$ cat src/rtl/latch6_arbiter.sv
// rtl/latch6_arbiter.sv - round-robin arbiter and sequencer for the 6-bit enable-gated output latch
//
// Shares the output latch between NUM_REQ peripheral writers. The winning requester's
// data is captured and held on data_o with en_o high for HOLD_CYCLES cycles. A single
// blanking cycle follows before the next arbitration.
//
// Ports:
//   clk_i    in   clock, rising edge
//   rst_i    in   asynchronous active-high reset
//   req_i    in   [NUM_REQ]         per-requester request level
//   data_i   in   [NUM_REQ*DATA_W]  requester k data at [k*DATA_W +: DATA_W]
//   ack_o    out  [NUM_REQ]         one-cycle one-hot accept pulse
//   grant_o  out  [NUM_REQ]         one-hot latch owner during HOLD
//   data_o   out  [DATA_W]          captured winner data during HOLD, else 0
//   en_o     out                    latch enable, high only during HOLD
//   busy_o   out                    high during HOLD and GAP
module latch6_arbiter #(
   parameter int NUM_REQ     = 4,
   parameter int HOLD_CYCLES = 8,
   parameter int DATA_W      = 6
) (
   input  logic                      clk_i,
   input  logic                      rst_i,
   input  logic [NUM_REQ-1:0]        req_i,
   input  logic [NUM_REQ*DATA_W-1:0] data_i,
   output logic [NUM_REQ-1:0]        ack_o,
   output logic [NUM_REQ-1:0]        grant_o,
   output logic [DATA_W-1:0]         data_o,
   output logic                      en_o,
   output logic                      busy_o
);

   localparam int PTR_W = (NUM_REQ > 1) ? $clog2(NUM_REQ) : 1;
   localparam int CNT_W = (HOLD_CYCLES > 1) ? $clog2(HOLD_CYCLES) : 1;

   typedef enum logic [1:0] {
      S_IDLE,
      S_HOLD,
      S_GAP
   } state_t;

   state_t               state_q, state_d;
   logic [PTR_W-1:0]     rr_q, rr_d;
   logic [CNT_W-1:0]     cnt_q, cnt_d;
   logic [NUM_REQ-1:0]   ack_d, grant_d;
   logic [DATA_W-1:0]    data_d;
   logic                 en_d, busy_d;

   logic                 found;
   logic [PTR_W-1:0]     win;
   logic [PTR_W-1:0]     cand;
   logic [NUM_REQ-1:0]   win_oh;
   logic [DATA_W-1:0]    win_data;
   int                   idx;

   // Scan upward from the round-robin pointer, wrapping, and take the first set request.
   always_comb begin : arbitrate
      found    = 1'b0;
      win      = '0;
      cand     = '0;
      idx      = 0;
      win_oh   = '0;
      win_data = '0;
      for (int i = 0; i < NUM_REQ; i++) begin
         idx = int'(rr_q) + i;
         if (idx >= NUM_REQ) begin
            idx = idx - NUM_REQ;
         end
         cand = PTR_W'(idx);
         if (!found && req_i[cand]) begin
            found = 1'b1;
            win   = cand;
         end
      end
      win_oh[win] = 1'b1;
      for (int k = 0; k < NUM_REQ; k++) begin
         if (PTR_W'(k) == win) begin
            win_data = data_i[k*DATA_W +: DATA_W];
         end
      end
   end

   always_comb begin : next_state
      state_d = state_q;
      rr_d    = rr_q;
      cnt_d   = cnt_q;
      ack_d   = '0;
      grant_d = grant_o;
      data_d  = data_o;
      en_d    = en_o;
      busy_d  = busy_o;
      case (state_q)
         S_IDLE: begin
            if (found) begin
               state_d = S_HOLD;
               cnt_d   = CNT_W'(HOLD_CYCLES - 1);
               rr_d    = (int'(win) == NUM_REQ - 1) ? '0 : win + 1'b1;
               ack_d   = win_oh;
               grant_d = win_oh;
               data_d  = win_data;
               en_d    = 1'b1;
               busy_d  = 1'b1;
            end
         end
         S_HOLD: begin
            // The counter reaches zero in the last HOLD cycle; outputs drop at the
            // following edge while busy stays up through the blanking cycle.
            if (cnt_q == '0) begin
               state_d = S_GAP;
               grant_d = '0;
               data_d  = '0;
               en_d    = 1'b0;
            end else begin
               cnt_d = cnt_q - 1'b1;
            end
         end
         S_GAP: begin
            state_d = S_IDLE;
            busy_d  = 1'b0;
         end
         default: begin
            state_d = S_IDLE;
            grant_d = '0;
            data_d  = '0;
            en_d    = 1'b0;
            busy_d  = 1'b0;
         end
      endcase
   end

   always_ff @(posedge clk_i or posedge rst_i) begin
      if (rst_i) begin
         state_q <= S_IDLE;
         rr_q    <= '0;
         cnt_q   <= '0;
         ack_o   <= '0;
         grant_o <= '0;
         data_o  <= '0;
         en_o    <= 1'b0;
         busy_o  <= 1'b0;
      end else begin
         state_q <= state_d;
         rr_q    <= rr_d;
         cnt_q   <= cnt_d;
         ack_o   <= ack_d;
         grant_o <= grant_d;
         data_o  <= data_d;
         en_o    <= en_d;
         busy_o  <= busy_d;
      end
   end

endmodule

$ cat config.mk
export PLATFORM = sky130hd
export DESIGN_NAME = latch6_arbiter
export DESIGN_NICKNAME = d
export VERILOG_FILES = /design/src/rtl/latch6_arbiter.sv
export SDC_FILE = /design/constraint.sdc
export NUM_CORES = 1
export LEC_CHECK = 0
export CAP_MARGIN = 10
export CORE_MARGIN = 5
export CORE_UTILIZATION = 60
export DETAILED_ROUTE_END_ITERATION = 12
export DONT_BUFFER_PORTS = 1
export PLACE_DENSITY = 0.75
export SLEW_MARGIN = 10
export SYNTH_ARGS = -nofsm -noshare
export SYNTH_HDL_FRONTEND = slang
export SYNTH_SLANG_ARGS = --single-unit
$ cat constraint.sdc
create_clock -name clk_i -period 2.3 [get_ports clk_i]
set_input_delay 0.345 -clock clk_i [delete_from_list [all_inputs] [get_ports clk_i]]
set_output_delay 0.345 -clock clk_i [all_outputs]
set_load 0.01 [all_outputs]
After elaboration in Yosys (flattened, before gate mapping) --
Index checks and enable logic that the tools add are counted.
Cells by class: reduce and logical (&&, ||, !) cells 16, bitwise gates (word level) 2, muxes and demuxes 45, shift-type cells 0, multiply operators 0, divide/modulo/power cells 0, order comparisons 10, eq/ne operators 9, add/subtract/negate cells 9
Operators by type and width (count):
- 2-to-1 mux 6 bit | 6
- 2-to-1 mux 2 bit | 11
- one-hot mux 6 bit (3 select lines) | 1
- 2-to-1 mux 4 bit | 4
- < comparator 2 x 3 -> 1 bit, second input constant | 5
- one-hot mux 4 bit (3 select lines) | 1
- 2-to-1 mux 1 bit | 11
- >= comparator 3 bit, second input constant | 3
- binary-select mux 1 bit (select 2 bit) | 4
- subtractor 2 x 1 -> 2 bit, second input constant | 4
- adder 2 x 2 -> 3 bit, second input constant | 2
- 2-to-1 mux 3 bit | 2
- != test 2 bit, second input constant | 3
- one-hot mux 3 bit (2 select lines) | 1
- AND reduction 2 bit | 3
- AND reduction 3 bit | 2
- == test 2 x 1 -> 1 bit, second input constant | 2
- == test 2 bit, first input constant | 2
- logical AND 1 bit | 4
- zero test 2 bit | 2
- one-hot mux 2 bit (2 select lines) | 1
- adder 2 x 1 -> 3 bit, second input constant | 1
- >= comparator 2 x 3 -> 1 bit, second input constant | 1
- zero test 1 bit | 3
- other kinds (11) | 12
Storage, ports and cells: bits in latches 0, bits in read-only memories 0, output and inout bits 16, flip-flop bits (word level) 23, word-level logic and storage cells 99, RAM bits 0, memories 0, input port bits 30

Logic depth before layout (Yosys ltp) --
depth in word-level cells 21, gate-level depth with buffers 8, depth with buffers taken out 7

Least setup slack after synthesis --
Ideal clock, no wire load.
path kind reg-to-reg, start register rr_q[1], end register data_o[1], data arrival time 1.864 ns, setup time 0.136 ns, cell stages (with the launch flop) 9, path buffers 1, setup slack 0.300 ns, data required time 2.164 ns, clock period less this slack 2.000 ns, cell sequence dfrtp_1 a21o_1 a21boi_0 o22ai_1 ha_1 clkbuf_1 and3b_1 a2111oi_0 o22ai_1
On the way: cells in the longest elaborated chain, start to end 21, elaborated cells on any way between the ends 49, those cells by class add/sub: 7; order compare: 4; eq/ne: 4; mux: 26; reduce/logical: 8
Ends and longest elaborated chain:
- start: declaration | RTL line 43 | logic [PTR_W-1:0] rr_q, rr_d;
- start signal: assignment | RTL line 143 | rr_q <= rr_d;
- parallel branches: the longest is 21 deep, another holds adder 2 x 1 -> 3 bit
- end signal: assignment | RTL line 147 | data_o <= data_d;
- end: declaration | RTL line 28 | output logic [DATA_W-1:0] data_o,
Several ways; the timed one is not identified. The select of a mux whose other input is x is not followed. A chain may end at the register's enable or synchronous reset.

Worst setup path in the final report --
Same ends and word-level chain as after synthesis.

==> metrics.md <==
| Metric | Value |
|---|---|
| Final setup viols | 0 |
| Crit Path Max Fanout | 7 |
| Pwr Density | 1280 mW/mm2 |
| Measured slew at the worst slew-check pin | 872 ps |
| Post-CTS resize count | 0 |
| Std-Cell Rows | 16 |
| Hold Buf Count CTS | 0 |
| Worst skew pair latency | 310 ps |
| Synth-to-layout area growth | 4.16% |
| Post-synthesis cell count | 116 |
| CTS root buf | clkbuf_4 |
| Crit start category | flop |
| Reg2reg end | data_o[1] |
| WP data required | 2480 ps |
| Setup crit end | data_o[1] |
| Gr ovfl total | 0 |
| Final-report hold violation count | 0 |
| First-pass GRT wire length | 4.93 mm |
| Cell area after layout | 0.00132 mm2 |
| EDFF count, synth | 0 |
| Clock power frac | 11.0% |
| Fin Hold WS | 89.8 ps |
| DR vias/cell | 6.89 |
| Gpl congestion | 0.857 |
| Worst Reg-to-Reg Cells | 7 |
| # H-tree levels | 1 |
| Outcome | finished clean |
| Initial core utilization | 63.8% |
| Final Skew | 4.21 ps |
| Iteration-0 DRC Markers | 37 |
| Post-synthesis register bit count | 23 |
| Internal | 0.972 mW |
| WL/cell | 20.3 um |
| Sink Count | 23 |
| VDD IR max | 0.687 mV |
| Die height | 55.9 um |
| Critical Path AT | 2310 ps |
| Comb pwr share | 44.1% |
| CTS tree | built |
| Ratio of cells with drive above 1 in the final layout | 13.7% |
| Largest net degree at the start of global routing | 24 |
| Sw frac | 42.1% |
| Asr flop ratio synth | 100% |
| Antenna Cells | 0 |
| Part of the power in registers | 44.9% |
| Primary FF master, synth | dfrtp_1 |
| Final period utilization | 92.3% |
| Syn Nets | 152 |
| Core ar. | 0.00198 mm2 |
| Hold Path Class | primary input to async pin |
| Placed Instance Area | 0.00128 mm2 |
| Antenna violations before repair | 0 |
| Critical path class | flop to flop |
| Post-CTS setup buffers | 0 |
| Pleak | 0.586 nW |
| Chip width | 55.9 um |
| Yosys cell types | 43 |
| Psw | 0.706 mW |
| TritonRoute pass-1 iters | 5 |
| Ys Warns | 0 |
| Fmax | 471 MHz |
| Tot GR Track Use | 19.7% |
| Syn_area_per_cell | 10.9 um2 |
| # port buffers | 0 |
| Max Cap Viol | 0 |
| Crit path from | rr_q[1] |
| Slew headroom | 41.8% |
| R2R Path Start | rr_q[1] |
| Full die area | 0.00312 mm2 |
| R2r setup slk | 180 ps |
| Reg clk slew, reported paths | 120 ps |
| Via count | 992 |
| Total negative slack | 0 ps |
| Mapped Area | 0.00126 mm2 |
| Drt drc | 0 |
| Routed Antenna Nets | 0 |
| Final min period | 2120 ps |
| # IOs | 46 |
| Post-Route WL | 2.93 mm |
| Slew Viols, Final | 0 |
| DPL Wire Length | 2.25 mm |
| NumNets Final | 154 |
| Sequential cell area fraction in the yosys report | 45.5% |
| Maximum clock path buffer count | 2 |
| RSZ-0062 raised after global routing | false |
| Vias in the first global route | 1039 |
| CTS Buf Count | 3 |
| CP endpoint kind | flop |
## cells by family (layout without fill, tap and decap cells)
| family | after synthesis | in the layout | synth area share [%] |
|---|---|---|---|
| AOI/OAI and AO/OA | 43 | 43 | 26.1 |
| DFF | 23 | 23 | 45.5 |
| muxes | 1 | 1 | 0.891 |
| adders and majority gates | 6 | 6 | 5.94 |
| buffers and inverters | 10 | 11 | 3.46 |
| and+or+nand+nor | 33 | 33 | 18.0 |
## layout make-up
| cell class | count | area (um2) |
|---|---|---|
| Clock buffer | 4 | 26.3 |
| Fill cell | 149 | 666 |
| Inverter | 6 | 22.5 |
| Multi-Input combinational cell | 83 | 651 |
| Sequential cell | 23 | 576 |
| Tap cell | 27 | 33.8 |
| Timing Repair Buffer | 1 | 7.51 |
## cell usage after synthesis (2+ instances only)
| cell type | n | share of area (%) |
|---|---|---|
| dfrtp_1 | 23 | 46 |
| ha_1 | 6 | 5.9 |
| inv_1 | 6 | 1.8 |
| nor2_1 | 6 | 1.8 |
| nor2b_1 | 6 | 3.0 |
| o22ai_1 | 6 | 3.0 |
| a21o_1 | 5 | 3.0 |
| a221oi_1 | 5 | 3.5 |
| o311ai_0 | 5 | 3.5 |
| o31ai_1 | 4 | 2.4 |
| a21oi_1 | 3 | 1.2 |
| and3_4 | 3 | 2.7 |
| nand2_1 | 3 | 0.89 |
| o21ai_0 | 3 | 1.2 |
| a22oi_1 | 2 | 1.2 |
| and3_1 | 2 | 0.99 |
| or2_2 | 2 | 0.99 |
## worst max-delay path, cell delays in order (launching register included)
cell and delay, ps:
dfrtp_1 450, a21o_1 180, a21boi_1 180, o22a_1 200, ha_2 260, and3b_1 200
a2111oi_1 370, o22ai_1 160
## layout by cell type (no fill, tap or decap), types with 2 or more instances in the layout
| cell | n |
|---|---|
| a21o_1 | 5 |
| a21oi_1 | 3 |
| a221oi_1 | 5 |
| a22oi_1 | 2 |
| and3_1 | 2 |
| and3_4 | 3 |
| clkbuf_4 | 3 |
| dfrtp_1 | 23 |
| ha_1 | 4 |
| ha_2 | 2 |
| inv_1 | 6 |
| nand2_1 | 3 |
| nor2_1 | 6 |
| nor2b_1 | 6 |
| o21ai_0 | 3 |
| o22ai_1 | 6 |
| o311ai_0 | 5 |
| o31ai_1 | 4 |
| or2_2 | 2 |
## registers in the layout, indices dropped and copies added (netlist names)
signal	count
data_o	6
ack_o	4
grant_o	4
cnt_q	3
rr_q	2
state_q	2
busy_o	1
en_o	1
## worst min-delay path by stage
| stage | start | to | cells past startpoint |
|---|---|---|---|
| 2_1_floorplan | rst_i | ack_o[0] | 1 |
| 6_report | rst_i | grant_o[0] | 1 |
| 4_1_cts | rst_i | grant_o[0] | 1 |
| 3_3_place_gp | rst_i | ack_o[2] | 1 |
| 5_1_grt | rst_i | ack_o[2] | 1 |
| 3_5_place_dp | rst_i | grant_o[2] | 1 |
## metrics by stage
step | utilization [%] | power, mW | worst slack (ps) | cells
after detailed placement | 64.8 | 1.49 | 155 | 140
after floorplan | - | 1.31 | 300 | 116
after CTS | 66.1 | 1.67 | 133 | 144
final | 66.4 | 1.68 | 176 | 144
after global routing | 66.4 | 1.83 | 13.8 | 144
after global placement | 64.8 | 1.44 | 241 | 140
## power groups by stage
stage | Clock (mW) | Sequential, mW | Combinational [mW]
after floorplan | 0 | 0.702 | 0.604
after global placement | 0 | 0.755 | 0.682
after detailed placement | 0 | 0.766 | 0.719
after CTS | 0.189 | 0.756 | 0.723
after global routing | 0.208 | 0.783 | 0.840
final | 0.185 | 0.754 | 0.740
## routing by layer
layer,part of all wire [%],vias up,global-route usage [%]
li1,-,450,-
met1,40,474,25.9
met2,49,58,30.4
met3,8.2,10,4.41
met4,2.7,0,9.83
met5,0,-,0
Power figures use the tool's default switching activity.
